[config.mk]
export PLATFORM = sky130hd
export DESIGN_NAME = pipe_issue_ctrl
export DESIGN_NICKNAME = d
export VERILOG_FILES = /design/src/rtl/pipe_pkg.sv /design/src/rtl/issue_fifo.sv /design/src/rtl/pipe_issue_ctrl.sv
export SDC_FILE = /design/constraint.sdc
export NUM_CORES = 1
export LEC_CHECK = 0
export BUFFER_PORTS_ARGS = -buffer_cell sky130_fd_sc_hd__buf_2
export CAP_MARGIN = 20
export CORE_ASPECT_RATIO = 1.5
export CORE_MARGIN = 1
export CORE_UTILIZATION = 50
export DETAILED_ROUTE_END_ITERATION = 10
export PLACE_DENSITY = 0.68
export SLEW_MARGIN = 30
export SYNTH_ARGS = -nofsm -noshare
export SYNTH_HDL_FRONTEND = slang
export SYNTH_SLANG_ARGS = --single-unit
[constraint.sdc]
create_clock -name clk -period 8.9 [get_ports clk]
set_input_delay 1.78 -clock clk [delete_from_list [all_inputs] [get_ports clk]]
set_output_delay 1.78 -clock clk [all_outputs]
set_load 0.03 [all_outputs]
[src/rtl/pipe_pkg.sv]
// pipe_pkg
// Shared definitions for the issue controller: instruction field layout, function
// encodings, source-register decode helpers and the issue FSM state type.
// Instruction word layout: {func[23:20], rs1[19:16], rs2[15:12], rd[11:8], addr[7:0]}.
package pipe_pkg;

    localparam int unsigned INSTR_W  = 24;
    localparam int unsigned FUNC_W   = 4;
    localparam int unsigned REG_W    = 4;
    localparam int unsigned ADDR_W   = 8;

    localparam int unsigned FUNC_LSB = 20;
    localparam int unsigned RS1_LSB  = 16;
    localparam int unsigned RS2_LSB  = 12;
    localparam int unsigned RD_LSB   = 8;
    localparam int unsigned ADDR_LSB = 0;

    localparam logic [FUNC_W-1:0] FUNC_ADD = 4'd0;
    localparam logic [FUNC_W-1:0] FUNC_SUB = 4'd1;
    localparam logic [FUNC_W-1:0] FUNC_AND = 4'd2;
    localparam logic [FUNC_W-1:0] FUNC_NOT = 4'd3;
    localparam logic [FUNC_W-1:0] FUNC_MOV = 4'd4;
    localparam logic [FUNC_W-1:0] FUNC_OR  = 4'd5;
    localparam logic [FUNC_W-1:0] FUNC_XOR = 4'd6;
    localparam logic [FUNC_W-1:0] FUNC_CMP = 4'd7;
    localparam logic [FUNC_W-1:0] FUNC_LD  = 4'd8;
    localparam logic [FUNC_W-1:0] FUNC_ST  = 4'd9;
    localparam logic [FUNC_W-1:0] FUNC_SHR = 4'd10;
    localparam logic [FUNC_W-1:0] FUNC_SHL = 4'd11;

    // Every encoding at or above this value is dropped as illegal.
    localparam logic [FUNC_W-1:0] FUNC_ILLEGAL_MIN = 4'd12;

    typedef enum logic [1:0] {
        StRun,
        StDrain,
        StHeld
    } state_e;

    function automatic logic uses_rs1(input logic [FUNC_W-1:0] func);
        logic r;
        case (func)
            FUNC_ADD, FUNC_SUB, FUNC_AND, FUNC_OR, FUNC_XOR, FUNC_CMP,
            FUNC_NOT, FUNC_LD, FUNC_SHR, FUNC_SHL: r = 1'b1;
            default:                               r = 1'b0;
        endcase
        return r;
    endfunction

    function automatic logic uses_rs2(input logic [FUNC_W-1:0] func);
        logic r;
        case (func)
            FUNC_ADD, FUNC_SUB, FUNC_AND, FUNC_OR, FUNC_XOR, FUNC_CMP,
            FUNC_MOV, FUNC_ST: r = 1'b1;
            default:           r = 1'b0;
        endcase
        return r;
    endfunction

endpackage

[src/rtl/issue_fifo.sv]
// issue_fifo
// Synchronous FIFO holding encoded instructions ahead of issue. The head entry is
// presented combinationally on o_head; o_empty qualifies it.
// Ports:
//   i_clk, i_rst        clock, synchronous active-high reset
//   i_push, i_wdata     write request and data (ignored when full or flushing)
//   i_pop               remove head entry (ignored when empty or flushing)
//   i_flush             discard every stored entry
//   o_full, o_empty     occupancy status
//   o_head              data of the oldest entry
module issue_fifo #(
    parameter int unsigned DEPTH = 4,
    parameter int unsigned WIDTH = 24
) (
    input  logic             i_clk,
    input  logic             i_rst,
    input  logic             i_push,
    input  logic [WIDTH-1:0] i_wdata,
    input  logic             i_pop,
    input  logic             i_flush,
    output logic             o_full,
    output logic             o_empty,
    output logic [WIDTH-1:0] o_head
);

    // DEPTH is a power of two, so the pointers wrap naturally.
    localparam int unsigned AW = $clog2(DEPTH);

    logic [WIDTH-1:0] r_mem [DEPTH];
    logic [AW-1:0]    r_wptr;
    logic [AW-1:0]    r_rptr;
    logic [AW:0]      r_cnt;

    logic w_do_push;
    logic w_do_pop;

    assign o_full    = (r_cnt == (AW+1)'(DEPTH));
    assign o_empty   = (r_cnt == '0);
    assign o_head    = r_mem[r_rptr];
    assign w_do_push = i_push && !o_full && !i_flush;
    assign w_do_pop  = i_pop && !o_empty && !i_flush;

    always_ff @(posedge i_clk) begin
        if (w_do_push) begin
            r_mem[r_wptr] <= i_wdata;
        end
    end

    always_ff @(posedge i_clk) begin
        if (i_rst || i_flush) begin
            r_wptr <= '0;
            r_rptr <= '0;
            r_cnt  <= '0;
        end else begin
            if (w_do_push) begin
                r_wptr <= r_wptr + AW'(1);
            end
            if (w_do_pop) begin
                r_rptr <= r_rptr + AW'(1);
            end
            case ({w_do_push, w_do_pop})
                2'b10:   r_cnt <= r_cnt + (AW+1)'(1);
                2'b01:   r_cnt <= r_cnt - (AW+1)'(1);
                default: r_cnt <= r_cnt;
            endcase
        end
    end

endmodule

[src/rtl/pipe_issue_ctrl.sv]
// pipe_issue_ctrl
// Buffers host instructions and issues at most one per clock into pipeline stage 1.
// Heads whose used source registers are still being written by an in-flight
// instruction stall; illegal function codes are dropped with a one-cycle error pulse.
// A level drain request stops intake, lets queued work issue and reports drained once
// the queue is empty and no producer remains in the hazard window.
// Ports:
//   clk, rst                 clock, synchronous active-high reset
//   in_valid, in_instr       host instruction; in_ready accepts it
//   flush                    discard queued, unissued instructions
//   drain, drained           quiesce request / quiesced status
//   iss_valid, iss_*         registered issue strobe and fields
//   stall, err_illegal       registered hazard-hold and illegal-drop indications
//   issue_cnt, stall_cnt     saturating statistics
// Build option: define PIPE_ISSUE_STATS_EN to enable the statistics counters;
// otherwise both counter ports are tied to zero.
module pipe_issue_ctrl
    import pipe_pkg::*;
#(
    parameter int unsigned DEPTH   = 4,
    parameter int unsigned HAZ_WIN = 2
) (
    input  logic               clk,
    input  logic               rst,
    input  logic               in_valid,
    input  logic [INSTR_W-1:0] in_instr,
    output logic               in_ready,
    input  logic               flush,
    input  logic               drain,
    output logic               drained,
    output logic               iss_valid,
    output logic [REG_W-1:0]   iss_rs1,
    output logic [REG_W-1:0]   iss_rs2,
    output logic [REG_W-1:0]   iss_rd,
    output logic [FUNC_W-1:0]  iss_func,
    output logic [ADDR_W-1:0]  iss_addr,
    output logic               stall,
    output logic               err_illegal,
    output logic [15:0]        issue_cnt,
    output logic [15:0]        stall_cnt
);

    state_e w_state_nxt;
    state_e r_state;

    logic               w_fifo_full;
    logic               w_fifo_empty;
    logic [INSTR_W-1:0] w_head;
    logic               w_push;
    logic               w_pop;
    logic               w_issue;
    logic               w_stall;
    logic               w_drop;

    logic [FUNC_W-1:0]  w_head_func;
    logic [REG_W-1:0]   w_head_rs1;
    logic [REG_W-1:0]   w_head_rs2;
    logic [REG_W-1:0]   w_head_rd;
    logic [ADDR_W-1:0]  w_head_addr;
    logic               w_illegal;
    logic               w_hazard;

    logic               r_sb_vld [HAZ_WIN];
    logic [REG_W-1:0]   r_sb_rd  [HAZ_WIN];
    logic [HAZ_WIN-1:0] w_sb_vld;
    logic [HAZ_WIN-1:0] w_sb_hit;
    logic               w_sb_clear;

    logic               r_iss_valid;
    logic [REG_W-1:0]   r_iss_rs1;
    logic [REG_W-1:0]   r_iss_rs2;
    logic [REG_W-1:0]   r_iss_rd;
    logic [FUNC_W-1:0]  r_iss_func;
    logic [ADDR_W-1:0]  r_iss_addr;
    logic               r_stall;
    logic               r_err;

    // ---------------------------------------------------------------- instruction queue
    assign w_push = in_valid && in_ready;

    issue_fifo #(
        .DEPTH (DEPTH),
        .WIDTH (INSTR_W)
    ) u_fifo (
        .i_clk   (clk),
        .i_rst   (rst),
        .i_push  (w_push),
        .i_wdata (in_instr),
        .i_pop   (w_pop),
        .i_flush (flush),
        .o_full  (w_fifo_full),
        .o_empty (w_fifo_empty),
        .o_head  (w_head)
    );

    assign w_head_func = w_head[FUNC_LSB +: FUNC_W];
    assign w_head_rs1  = w_head[RS1_LSB +: REG_W];
    assign w_head_rs2  = w_head[RS2_LSB +: REG_W];
    assign w_head_rd   = w_head[RD_LSB +: REG_W];
    assign w_head_addr = w_head[ADDR_LSB +: ADDR_W];
    assign w_illegal   = (w_head_func >= FUNC_ILLEGAL_MIN);

    // ---------------------------------------------------------------- scoreboard
    // Slot 0 holds the instruction issued at the last edge; older producers shift up
    // and fall off after HAZ_WIN cycles, when their result is in the regbank.
    always_ff @(posedge clk) begin
        if (rst) begin
            r_sb_vld[0] <= 1'b0;
            r_sb_rd[0]  <= '0;
        end else begin
            r_sb_vld[0] <= w_issue;
            r_sb_rd[0]  <= w_head_rd;
        end
    end

    for (genvar g = 1; g < HAZ_WIN; g++) begin : g_sb_shift
        always_ff @(posedge clk) begin
            if (rst) begin
                r_sb_vld[g] <= 1'b0;
                r_sb_rd[g]  <= '0;
            end else begin
                r_sb_vld[g] <= r_sb_vld[g-1];
                r_sb_rd[g]  <= r_sb_rd[g-1];
            end
        end
    end

    for (genvar g = 0; g < HAZ_WIN; g++) begin : g_sb_cmp
        assign w_sb_vld[g] = r_sb_vld[g];
        assign w_sb_hit[g] = r_sb_vld[g] &&
                             ((uses_rs1(w_head_func) && (r_sb_rd[g] == w_head_rs1)) ||
                              (uses_rs2(w_head_func) && (r_sb_rd[g] == w_head_rs2)));
    end

    assign w_hazard   = |w_sb_hit;
    assign w_sb_clear = ~|w_sb_vld;

    // ---------------------------------------------------------------- head handling
    always_comb begin
        w_pop   = 1'b0;
        w_issue = 1'b0;
        w_stall = 1'b0;
        w_drop  = 1'b0;
        if (!w_fifo_empty && !flush) begin
            if (w_illegal) begin
                w_pop  = 1'b1;
                w_drop = 1'b1;
            end else if (w_hazard) begin
                w_stall = 1'b1;
            end else begin
                w_pop   = 1'b1;
                w_issue = 1'b1;
            end
        end
    end

    // Issue fields hold their last value between strobes.
    always_ff @(posedge clk) begin
        if (rst) begin
            r_iss_valid <= 1'b0;
            r_iss_rs1   <= '0;
            r_iss_rs2   <= '0;
            r_iss_rd    <= '0;
            r_iss_func  <= '0;
            r_iss_addr  <= '0;
            r_stall     <= 1'b0;
            r_err       <= 1'b0;
        end else begin
            r_iss_valid <= w_issue;
            r_stall     <= w_stall;
            r_err       <= w_drop;
            if (w_issue) begin
                r_iss_rs1  <= w_head_rs1;
                r_iss_rs2  <= w_head_rs2;
                r_iss_rd   <= w_head_rd;
                r_iss_func <= w_head_func;
                r_iss_addr <= w_head_addr;
            end
        end
    end

    assign iss_valid   = r_iss_valid;
    assign iss_rs1     = r_iss_rs1;
    assign iss_rs2     = r_iss_rs2;
    assign iss_rd      = r_iss_rd;
    assign iss_func    = r_iss_func;
    assign iss_addr    = r_iss_addr;
    assign stall       = r_stall;
    assign err_illegal = r_err;

    // ---------------------------------------------------------------- drain FSM
    always_ff @(posedge clk) begin
        if (rst) begin
            r_state <= StRun;
        end else begin
            r_state <= w_state_nxt;
        end
    end

    always_comb begin
        w_state_nxt = r_state;
        case (r_state)
            StRun: begin
                if (drain) begin
                    w_state_nxt = StDrain;
                end
            end
            StDrain: begin
                if (!drain) begin
                    w_state_nxt = StRun;
                end else if (w_fifo_empty && w_sb_clear) begin
                    w_state_nxt = StHeld;
                end
            end
            StHeld: begin
                if (!drain) begin
                    w_state_nxt = StRun;
                end
            end
            default: w_state_nxt = StRun;
        endcase
    end

    always_comb begin
        in_ready = !rst && !w_fifo_full && !flush && (r_state == StRun);
        drained  = (r_state == StHeld);
    end

    // ---------------------------------------------------------------- statistics
`ifdef PIPE_ISSUE_STATS_EN
    logic [15:0] r_issue_cnt;
    logic [15:0] r_stall_cnt;

    always_ff @(posedge clk) begin
        if (rst) begin
            r_issue_cnt <= '0;
            r_stall_cnt <= '0;
        end else begin
            if (w_issue && (r_issue_cnt != 16'hFFFF)) begin
                r_issue_cnt <= r_issue_cnt + 16'd1;
            end
            if (w_stall && (r_stall_cnt != 16'hFFFF)) begin
                r_stall_cnt <= r_stall_cnt + 16'd1;
            end
        end
    end

    assign issue_cnt = r_issue_cnt;
    assign stall_cnt = r_stall_cnt;
`else
    assign issue_cnt = '0;
    assign stall_cnt = '0;
`endif

endmodule

==> Word-level counts from Yosys, hierarchy flattened <==
Memories as Yosys holds them, arrays and structs flattened. A register that Yosys moved wholly into a read port is not among the register bits.
Index checks and enable logic that the tools add are counted.
{ "word_totals": {"register_bits": 36, "output_inout_bits": 61, "in_bits": 29, "romBits": 64, "ramBits": 106, "elab_cells": 97, "latchBits": 0, "n_memories": 7} }
{ "op_classes": {"add_sub_neg": 4, "n_mul": 0, "n_bitwise": 5, "mux": 24, "order_cmp": 1, "div_mod_pow": 0, "shift": 0, "reduce_logical": 32, "n_eq_ne": 12} }
{ "mem_list": {"columns": ["name", "depth", "width", "rd", "rd_clocked_by_memory_dff", "write_ports", "line_no", "rtl"], "rows": [
  ["u_fifo.r_mem", 4, 24, 1, 1, 1, "issue_fifo.sv:29", "logic [WIDTH-1:0] r_mem [DEPTH];"],
  ["(name not given)", 16, 1, 1, 0, 0, "pipe_pkg.sv:52", "case (func)"],
  ["(name not given)", 16, 1, 1, 0, 0, "pipe_pkg.sv:42", "case (func)"],
  ["(name not given)", 16, 1, 1, 0, 0, "pipe_pkg.sv:52", null],
  ["(name not given)", 16, 1, 1, 0, 0, "pipe_pkg.sv:42", null],
  ["r_sb_rd", 2, 4, 2, 0, 2, "pipe_issue_ctrl.sv:64", "logic [REG_W-1:0] r_sb_rd [HAZ_WIN];"],
  ["1 more memories", null, null, null, null, null, null, null]
]} }
{ "op_table": {"columns": ["cell", "count"], "rows": [
  ["$eq A4 B4 Y1", 4],
  ["$logic_and A1 B1 Y1", 16],
  ["$mux W1", 14],
  ["$mux W2", 6],
  ["$mux W4", 2],
  ["$pmux W2 S3", 1],
  ["$pmux W3 S2", 1],
  ["$reduce_or A2 Y1", 3],
  ["$logic_not A1 Y1", 5],
  ["$add A2 B1 Y2 const B", 2],
  ["$eq A2 B1 Y1 const B", 2],
  ["$eq A2 B2 Y1 const B", 2],
  ["$ge A4 B4 Y1 const B", 1],
  ["$ne A2 B2 Y1 const B", 2],
  ["$or A1 B1 Y1", 4],
  ["$add A3 B1 Y3 const B", 1],
  ["$eq A3 B3 Y1 const B", 1],
  ["$logic_not A3 Y1", 1],
  ["$logic_or A1 B1 Y1", 3],
  ["$ne A3 B3 Y1 const B", 1],
  ["$reduce_and A3 Y1", 1],
  ["$reduce_or A3 Y1", 1],
  ["$sub A3 B1 Y3 const B", 1],
  ["$logic_not A2 Y1", 1],
  ["other kinds (2)", 2]
]} }

==> Depth between registers and ports, before layout <==
Gate-level depths: netlist (run 1).
An unclocked memory read counts as a cell.
{ "logic_depth": {"ltp_word": 13, "mapped_depth": 14, "ltp_nobuf": 11} }

==> Hierarchy <==
Synthesis (run 1) repeated with hierarchy kept, for this count alone.
{ "hier_totals": {"hier_cells": 384, "hier_area_um2": 5967.0} }
{ "modules_own_cells": {"columns": ["module", "cells_per_inst", "seq_area_each_um2", "n_inst", "area_per_inst_um2"], "rows": [
  ["issue_fifo", 183, 3062.9, 1, 3973.8],
  ["pipe_issue_ctrl", 201, 760.7, 1, 1993.2]
]} }

==> Worst setup path after synthesis (run 1) <==
OpenSTA, ideal clock, no wires.
{ "synth_path": {"path_type": "in2out", "start": "input flush", "end": "output in_ready", "n_path_buf": 0, "required_time_ns": 7.120, "cell_stages": 2, "t_arrival_ns": 4.007, "setup_slack_ns": 3.113, "cell_sequence": "or2_2 > a2111oi_0"} }
{ "synth_via": {"elab_chain_len": 3} }
{ "synth_lines": {"columns": ["element", "line_no", "rtl"], "rows": [
  ["from (decl)", "pipe_issue_ctrl.sv:28", "input logic flush,"],
  ["$logic_not A1 Y1", "pipe_issue_ctrl.sv:225", "in_ready = !rst && !w_fifo_full && !flush && (r_state == StRun);"],
  ["$logic_and A1 B1 Y1 (2 in a row)", "pipe_issue_ctrl.sv:225", null],
  ["to (decl)", "pipe_issue_ctrl.sv:27", "output logic in_ready,"]
]} }
Every way passes these cells.

==> Worst setup path in the final report (run 1) <==
{ "layout_path": {"start": "input rst", "end": "output in_ready"} }
{ "layout_via": {"elab_chain_len": 4} }
{ "layout_lines": {"columns": ["element", "line_no", "rtl"], "rows": [
  ["from (decl)", "pipe_issue_ctrl.sv:24", "input logic rst,"],
  ["$logic_not A1 Y1", "pipe_issue_ctrl.sv:225", null],
  ["$logic_and A1 B1 Y1 (3 in a row)", "pipe_issue_ctrl.sv:225", null]
]} }
Every way passes these cells.

==> qor.txt, run 1 <==
Run status - completed
Total I/O pin count - 90
Max-capacitance violation count - 0
Initial core utilization - 0.514
Final total power - 1.49 mW
Switching power share of the total - 0.210
Cell area after layout - 0.00703 mm^2
Worst clock skew on the final layout - 0.00580 ns
Slew Limit Headroom - 0.383
Internal portion of total power - 1.17 mW
Sequential fraction of the synthesis area - 0.622
Post-synth top flop - edfxtp_1
Most prevalent standard cell on the critical path - buf_2
Launching element type of the critical path - input port
Net switching power - 313 uW
Placeable Area - 0.0120 mm^2
Slowest CP cell - a2111oi_1
Global-route wire length before repair - 17200 um
Ant. Diodes - 0
Leakage power figure - 2.49 nW
Critical-path maximum fanout - 56
Top achievable clock speed - 0.183 GHz
Area of the die - 0.0127 mm^2
Pins Over Slew Limit - 0
Number of post-CTS setup repair buffers - 0
Combinational group share of total power - 0.044
Transition time of the tightest slew-check pin - 0.926 ns
Worst-path clk slew - 0.06 ns
Gate Count Post-Synth - 408
Overall routing resource usage - 0.185
Per-cell routed wire length - 17.3 um
Count of unresolved DRC violations after routing - 0
Clock tree from TritonCTS - done
Unique cell type count in the Yosys netlist - 46
Delay of the slowest critical-path stage - 0.76 ns
Die height - 138 um
Global-route met2 utilization - 0.333
Maximum buffer depth of the clock tree - 2
RSZ-0062 raised after global routing - false
Fin. Hold Viols - 0
Number of nets in the layout - 506
Total of buffers placed on input and output ports - 57
Delay-heaviest family, CP - compound AO/OA/AOI/OAI gates
Total placed instance area - 0.00643 mm^2
Synth async-reset ratio - 0
Drt pass-1 iters - 4
Half-perimeter wire length of the detailed placement result - 6870 um
Element type at the critical path end - output port
Post-detailed-route via-to-cell ratio - 5.21
Die Span X - 92.5 um
Pwr dens - 212 mW/mm^2
Number of violations reported at the end of detailed-routing iteration 0 - 199
Maximum ir drop on the vdd rail - 0.160 mV
Clock power frac - 0.472
Number of enable-type register cells in the synthesized netlist - 96
Initial antenna violation count - 0
Syn_area_per_cell - 15.1 um^2
Hold bufs inserted after CTS - 0
Post-CTS Resized - 0
Required time of the critical path - 7.12 ns
Crit path cell chain - buf_2, buf_4, or2_2, a2111oi_1, buf_2
Insertion delay to the later sink of the worst-skew pair - 0.41 ns
Number of register bits inferred by synthesis - 143
Vias - 3317
Area grow syn2layout - 14.4%
Library cell used as clock root buffer - clkbuf_16
Pin count of the biggest net entering global routing - 57
Number of nets still failing antenna checks after routing - 0
Flop pwr share - 0.484
Warnings, synthesis - 0
CTS sink cnt - 143
Residual overflow from global routing - 0
Routability congestion estimate - 0.742
Deepest level of the CTS H-tree - 4
Fraction of final layout cells with drive strength greater than 1 - 0.254
Critical setup path kind - input port to output port
Final core area utilization - 0.588
Inserted Clock Buffers - 17
Via count of the first global-routing pass - 3307
Overall routed net length - 11000 um
Combined area of all synthesized cells - 0.00614 mm^2
Time the final worst path needs with I/O delays and setup - 5.47 ns
Fin crit share - 0.614
Std cell rows - 49
Gr busiest metal - met2
Final setup violating endpoints - 0
GRT met3 Usage - 0.0436
Sum of buffers and inverters on the critical path - 3
Crit path arrival time - 3.69 ns
Setup tns final - 0 ns
Global-route track usage on met1 - 0.210
Type of the most critical hold path - flip-flop to flip-flop
## flip-flops by register name (all words and copies together) (netlist names), named ones only
| name | cells |
|---|---|
| r_sb_vld | 2 |
| u_fifo.r_rptr | 2 |
| u_fifo.r_wptr | 2 |
| u_fifo.r_mem | 96 |
| iss_rd | 4 |
| iss_addr | 8 |
| iss_func | 4 |
| err_illegal | 1 |
| r_sb_rd | 8 |
| stall | 1 |
| r_state | 2 |
| u_fifo.r_cnt | 3 |
| iss_rs2 | 4 |
| iss_rs1 | 4 |
## layer usage
metal / up-vias / wire length (um)
li1: 1560 / -
met1: 1666 / 4540
met2: 79 / 5940
met3: 12 / 346
met4: 0 / 191
met5: - / 0
## area by class of cell
cell class / instances / area, um^2
clock buffer: 17 / 425
clock inverter: 15 / 170
fill: 923 / 4920
inverter: 7 / 26.3
multi-input combinational: 238 / 2050
sequential: 143 / 3820
tap: 153 / 191
timing repair buffer: 64 / 338
## placed cells by master, fill, tap and decap left out, types with 2 or more instances in the layout
cell / synthesis / final
a211o_1: 2 / 2
nand3_1: 5 / 5
or3b_2: 4 / 4
mux2i_1: 32 / 32
nand3b_1: 8 / 8
mux4_1: 9 / 9
inv_1: 7 / 7
bufinv_16: 0 / 3
o2111ai_1: 3 / 3
clkinvlp_4: 0 / 4
dfxtp_1: 47 / 46
o31ai_1: 2 / 2
clkinv_4: 0 / 2
a21oi_1: 6 / 6
and3_1: 4 / 4
nor2_1: 11 / 11
buf_2: 4 / 57
xnor2_1: 13 / 13
nor2b_1: 17 / 17
nand2b_1: 38 / 38
xor2_1: 2 / 2
conb_1: 1 / 32
clkbuf_16: 0 / 17
buf_4: 32 / 7
edfxtp_1: 96 / 96
nand2_1: 6 / 6
nor3_1: 4 / 4
clkinv_2: 0 / 3
mux4_2: 13 / 13
mux2_2: 5 / 5
or4_1: 2 / 2
ha_1: 5 / 5
## Yosys cell counts (5+ instances only)
cell type  number  area, um^2
nand3_1         5        25.0
mux2i_1        32         320
mux4_2         13         293
nand3b_1        8        60.1
clkbuf_1       10        37.5
ha_1            5        62.6
nand2_1         6        22.5
mux2_2          5        56.3
mux4_1          9         236
a21oi_1         6        30.0
dfxtp_1        47         941
nor2b_1        17         106
inv_1           7        26.3
nand2b_1       38         238
xnor2_1        13         114
nor2_1         11        41.3
edfxtp_1       96        2880
buf_4          32         240
## power by group through the flow
| stage | Combinational, mW | Sequential [mW] | Clock [mW] |
|---|---|---|---|
| 3_5_place_dp | 0.0650 | 0.734 | 0 |
| 6_report | 0.0649 | 0.720 | 0.702 |
| 4_1_cts | 0.0652 | 0.720 | 0.716 |
| 2_1_floorplan | 0.0560 | 0.735 | 0 |
| 3_3_place_gp | 0.0632 | 0.734 | 0 |
| 5_1_grt | 0.0705 | 0.720 | 0.743 |
## final timing paths
path | end | slack, ns | depth (start not counted) | start
min reg2reg | iss_addr[6]$_SDFFE_PP0P_ | 0.47 | 2 | iss_addr[6]$_SDFFE_PP0P_
max | in_ready | 3.43 | 5 | rst
max reg2reg | u_fifo.r_cnt[2]$_SDFFE_PP0P_ | 5.06 | 11 | flip-flop
min | iss_addr[6]$_SDFFE_PP0P_ | 0.47 | 2 | iss_addr[6]$_SDFFE_PP0P_
## logic make-up after synthesis
group / count (synthesis) / share of synthesized area
xor gates and xnor gates: 15 / 0.0214
buffers and inverters: 58 / 0.0625
and+or+nand+nor: 106 / 0.105
DFF: 143 / 0.622
AOI/OAI and AO/OA: 20 / 0.0275
muxes: 59 / 0.147
adders and majority gates: 6 / 0.0134
other: 1 / 0.000610
## per-stage QoR
| stage | hold WS, ns | setup WS [ns] | cells |
|---|---|---|---|
| floorplan | 0.431 | 3.11 | 439 |
| global placement | 0.455 | 3.32 | 605 |
| detailed placement | 0.457 | 3.23 | 605 |
| CTS | 0.476 | 3.24 | 637 |
| global route | 0.485 | 3.24 | 637 |
| finish | 0.469 | 3.43 | 637 |
## worst reg2reg max path: stages, from the launching register on
cell and delay (ns):
dfxtp_2 0.94, mux4_1 0.78, xnor2_1 0.17, o2111ai_1 0.19, a21boi_4 0.15, nor3_1 0.23
ha_1 0.21, inv_1 0.06, fa_1 0.38, xor2_1 0.16, or3_1 0.31, a21oi_1 0.17
No activity file was read; power rests on OpenSTA's default activity.
==> run 2: changes to the inputs <==
Clock period 8.9 ns to 5.23 ns, I/O delays scaled along.
==> run 2 against run 1 <==
Non-clock buffer count grew 3. Combinational power grew 69%. Via count grew 0.51%. Setup slack lost 2.0 ns. First-iteration DRC count shrank 40%. Hold slack lost 0.0023 ns. Die area is the same. Clock power grew 72%. Critical path depth shrank 1. Design area grew 0.41%. Clock skew is essentially flat.
==> qor.txt, run 2 (same netlist as run 1, synthesis figures left out) <==
Vias - 3334
Placeable Area - 0.0120 mm^2
Type of the most critical hold path - flip-flop to flip-flop
Slew Limit Headroom - 0.410
Flip-flop count of the largest register after layout - 96
Final total power - 2.54 mW
Number of violations reported at the end of detailed-routing iteration 0 - 119
Combinational group share of total power - 0.043
Clock tree from TritonCTS - done
Worst-path clk slew - 0.06 ns
Leakage power figure - 2.52 nW
Post-detailed-route via-to-cell ratio - 5.21
Clock power frac - 0.475
Net switching power - 513 uW
Register ranked first by flip-flop count - u_fifo.r_mem
Pre-CTS setup slack - 1.21 ns
Crit path arrival time - 2.72 ns
Pins Over Slew Limit - 0
Top achievable clock speed - 0.266 GHz
Crit path cell chain - buf_2, or2_2, a2111oi_1, buf_2
R2R Setup Slk - 1.69 ns
Initial antenna violation count - 1
Run status - completed
Area grow syn2layout - 14.9%
Leading cell types in the layout, fill and taps excluded - edfxtp_1, buf_2, dfxtp_1, nand2b_1
Slowest CP cell - a2111oi_1
Launching element type of the critical path - input port
Count of unresolved DRC violations after routing - 0
Element type at the critical path end - output port
Die Span X - 92.5 um
Post-layout instance count excluding filler cells - 640
Overall routed net length - 10900 um
Fraction of final layout cells with drive strength greater than 1 - 0.253
Flop pwr share - 0.482
Worst clock skew on the final layout - 0.00612 ns
Maximum ir drop on the vdd rail - 0.295 mV
Total I/O pin count - 90
Cell count of the worst reg-to-reg path - 12
Residual overflow from global routing - 0
CTS sink cnt - 143
Per-cell routed wire length - 17.0 um
Number of inserted filler cells in the final layout - 930
Global-route wire length before repair - 16900 um
Drt pass-1 iters - 4
Number of nets still failing antenna checks after routing - 0
Insertion delay to the later sink of the worst-skew pair - 0.41 ns
Number of placed cells counting well taps - 608
Critical setup path kind - input port to output port
Startpoint of the most critical setup path - flush
Final setup violating endpoints - 0
Switching power share of the total - 0.202
Required time of the critical path - 4.18 ns
Number of nets in the layout - 509
Inserted Clock Buffers - 17
Pin count of the biggest net entering global routing - 56
Post-CTS Resized - 0
Via count of the first global-routing pass - 3244
Delay of the slowest critical-path stage - 0.82 ns
Die height - 138 um
Area of the die - 0.0127 mm^2
Hold bufs inserted after CTS - 0
Overall routing resource usage - 0.183
Critical-path maximum fanout - 11
Half-perimeter wire length of the detailed placement result - 7040 um
Commonest non-fill, non-tap cell in the layout - edfxtp_1
Deepest level of the CTS H-tree - 4
Setup tns final - 0 ns
Max-capacitance violation count - 0
Maximum buffer depth of the clock tree - 2
Fin. Hold Viols - 0
Time the final worst path needs with I/O delays and setup - 3.77 ns
Transition time of the tightest slew-check pin - 0.882 ns
Library cell used as clock root buffer - clkbuf_16
Routability congestion estimate - 0.806
Initial core utilization - 0.514
Setup WS post-layout - 1.46 ns
Critical Path End - in_ready
Total of buffers placed on input and output ports - 57
Fin crit share - 0.720
Most prevalent standard cell on the critical path - buf_2
Ant. Diodes - 0
Std cell rows - 49
RSZ-0062 raised after global routing - false
Internal portion of total power - 2.03 mW
Number of post-CTS setup repair buffers - 0
Endpoint of the worst register-to-register path - u_fifo.r_cnt[2]$_SDFFE_PP0P_
Pwr dens - 360 mW/mm^2
==> run 2: worst max-delay path: cells and delay by family <==
kind | cells | cell delay [ns]
AO/OA/AOI/OAI | 1 | 0.82
buffers and inverters | 2 | 0.45
AND/OR/NAND/NOR | 1 | 0.40
==> run 2: how the worst min path moves through the flow <==
stage | from | end | slack [ns] | cells past startpoint
3_3_place_gp | iss_func[2]$_SDFFE_PP0P_ | iss_func[2]$_SDFFE_PP0P_ | 0.46 | 2
6_report | iss_addr[3]$_SDFFE_PP0P_ | iss_addr[3]$_SDFFE_PP0P_ | 0.47 | 2
4_1_cts | r_state[1]$_SDFFE_PP0P_ | r_state[0]$_SDFFE_PP0P_ | 0.46 | 1
5_1_grt | r_state[1]$_SDFFE_PP0P_ | r_state[0]$_SDFFE_PP0P_ | 0.49 | 1
2_1_floorplan | r_state[1]$_SDFFE_PP0P_ | r_state[0]$_SDFFE_PP0P_ | 0.43 | 1
3_5_place_dp | r_state[1]$_SDFFE_PP0P_ | r_state[0]$_SDFFE_PP0P_ | 0.46 | 1
==> run 2: through the flow <==
step	instance area [um^2]	hold slack [ns]	util
after floorplan	6260	0.431	-
after CTS	7060	0.464	0.590
final	7060	0.467	0.590
after global routing	7060	0.486	0.590
after global placement	6460	0.455	0.540
after detailed placement	6460	0.461	0.540
==> run 2: power by group through the flow <==
stage / Clock [mW] / Sequential (mW) / Combinational (mW)
floorplan: 0 / 1.25 / 0.0952
global placement: 0 / 1.25 / 0.107
detailed placement: 0 / 1.25 / 0.111
CTS: 1.23 / 1.23 / 0.111
global route: 1.27 / 1.23 / 0.120
finish: 1.21 / 1.23 / 0.110
==> run 2: metal layers <==
| metal | global-route usage | share of wire | vias up |
|---|---|---|---|
| li1 | - | - | 1571 |
| met3 | 0.0425 | 0.039 | 18 |
| met4 | 0.0833 | 0.023 | 0 |
| met2 | 0.329 | 0.53 | 91 |
| met5 | 0 | 0 | - |
| met1 | 0.205 | 0.40 | 1654 |
==> run 2: area by class of cell <==
type                    instances  area (um^2)  area share
flip-flops and latches        143         3820       0.542
repair buffers                 67          360      0.0510
clock buffers                  23          468      0.0663
well taps                     153          191      0.0271
inverters                       7         26.3     0.00372
clock inverters                 9          134      0.0190
multi-input cells             238         2050       0.291
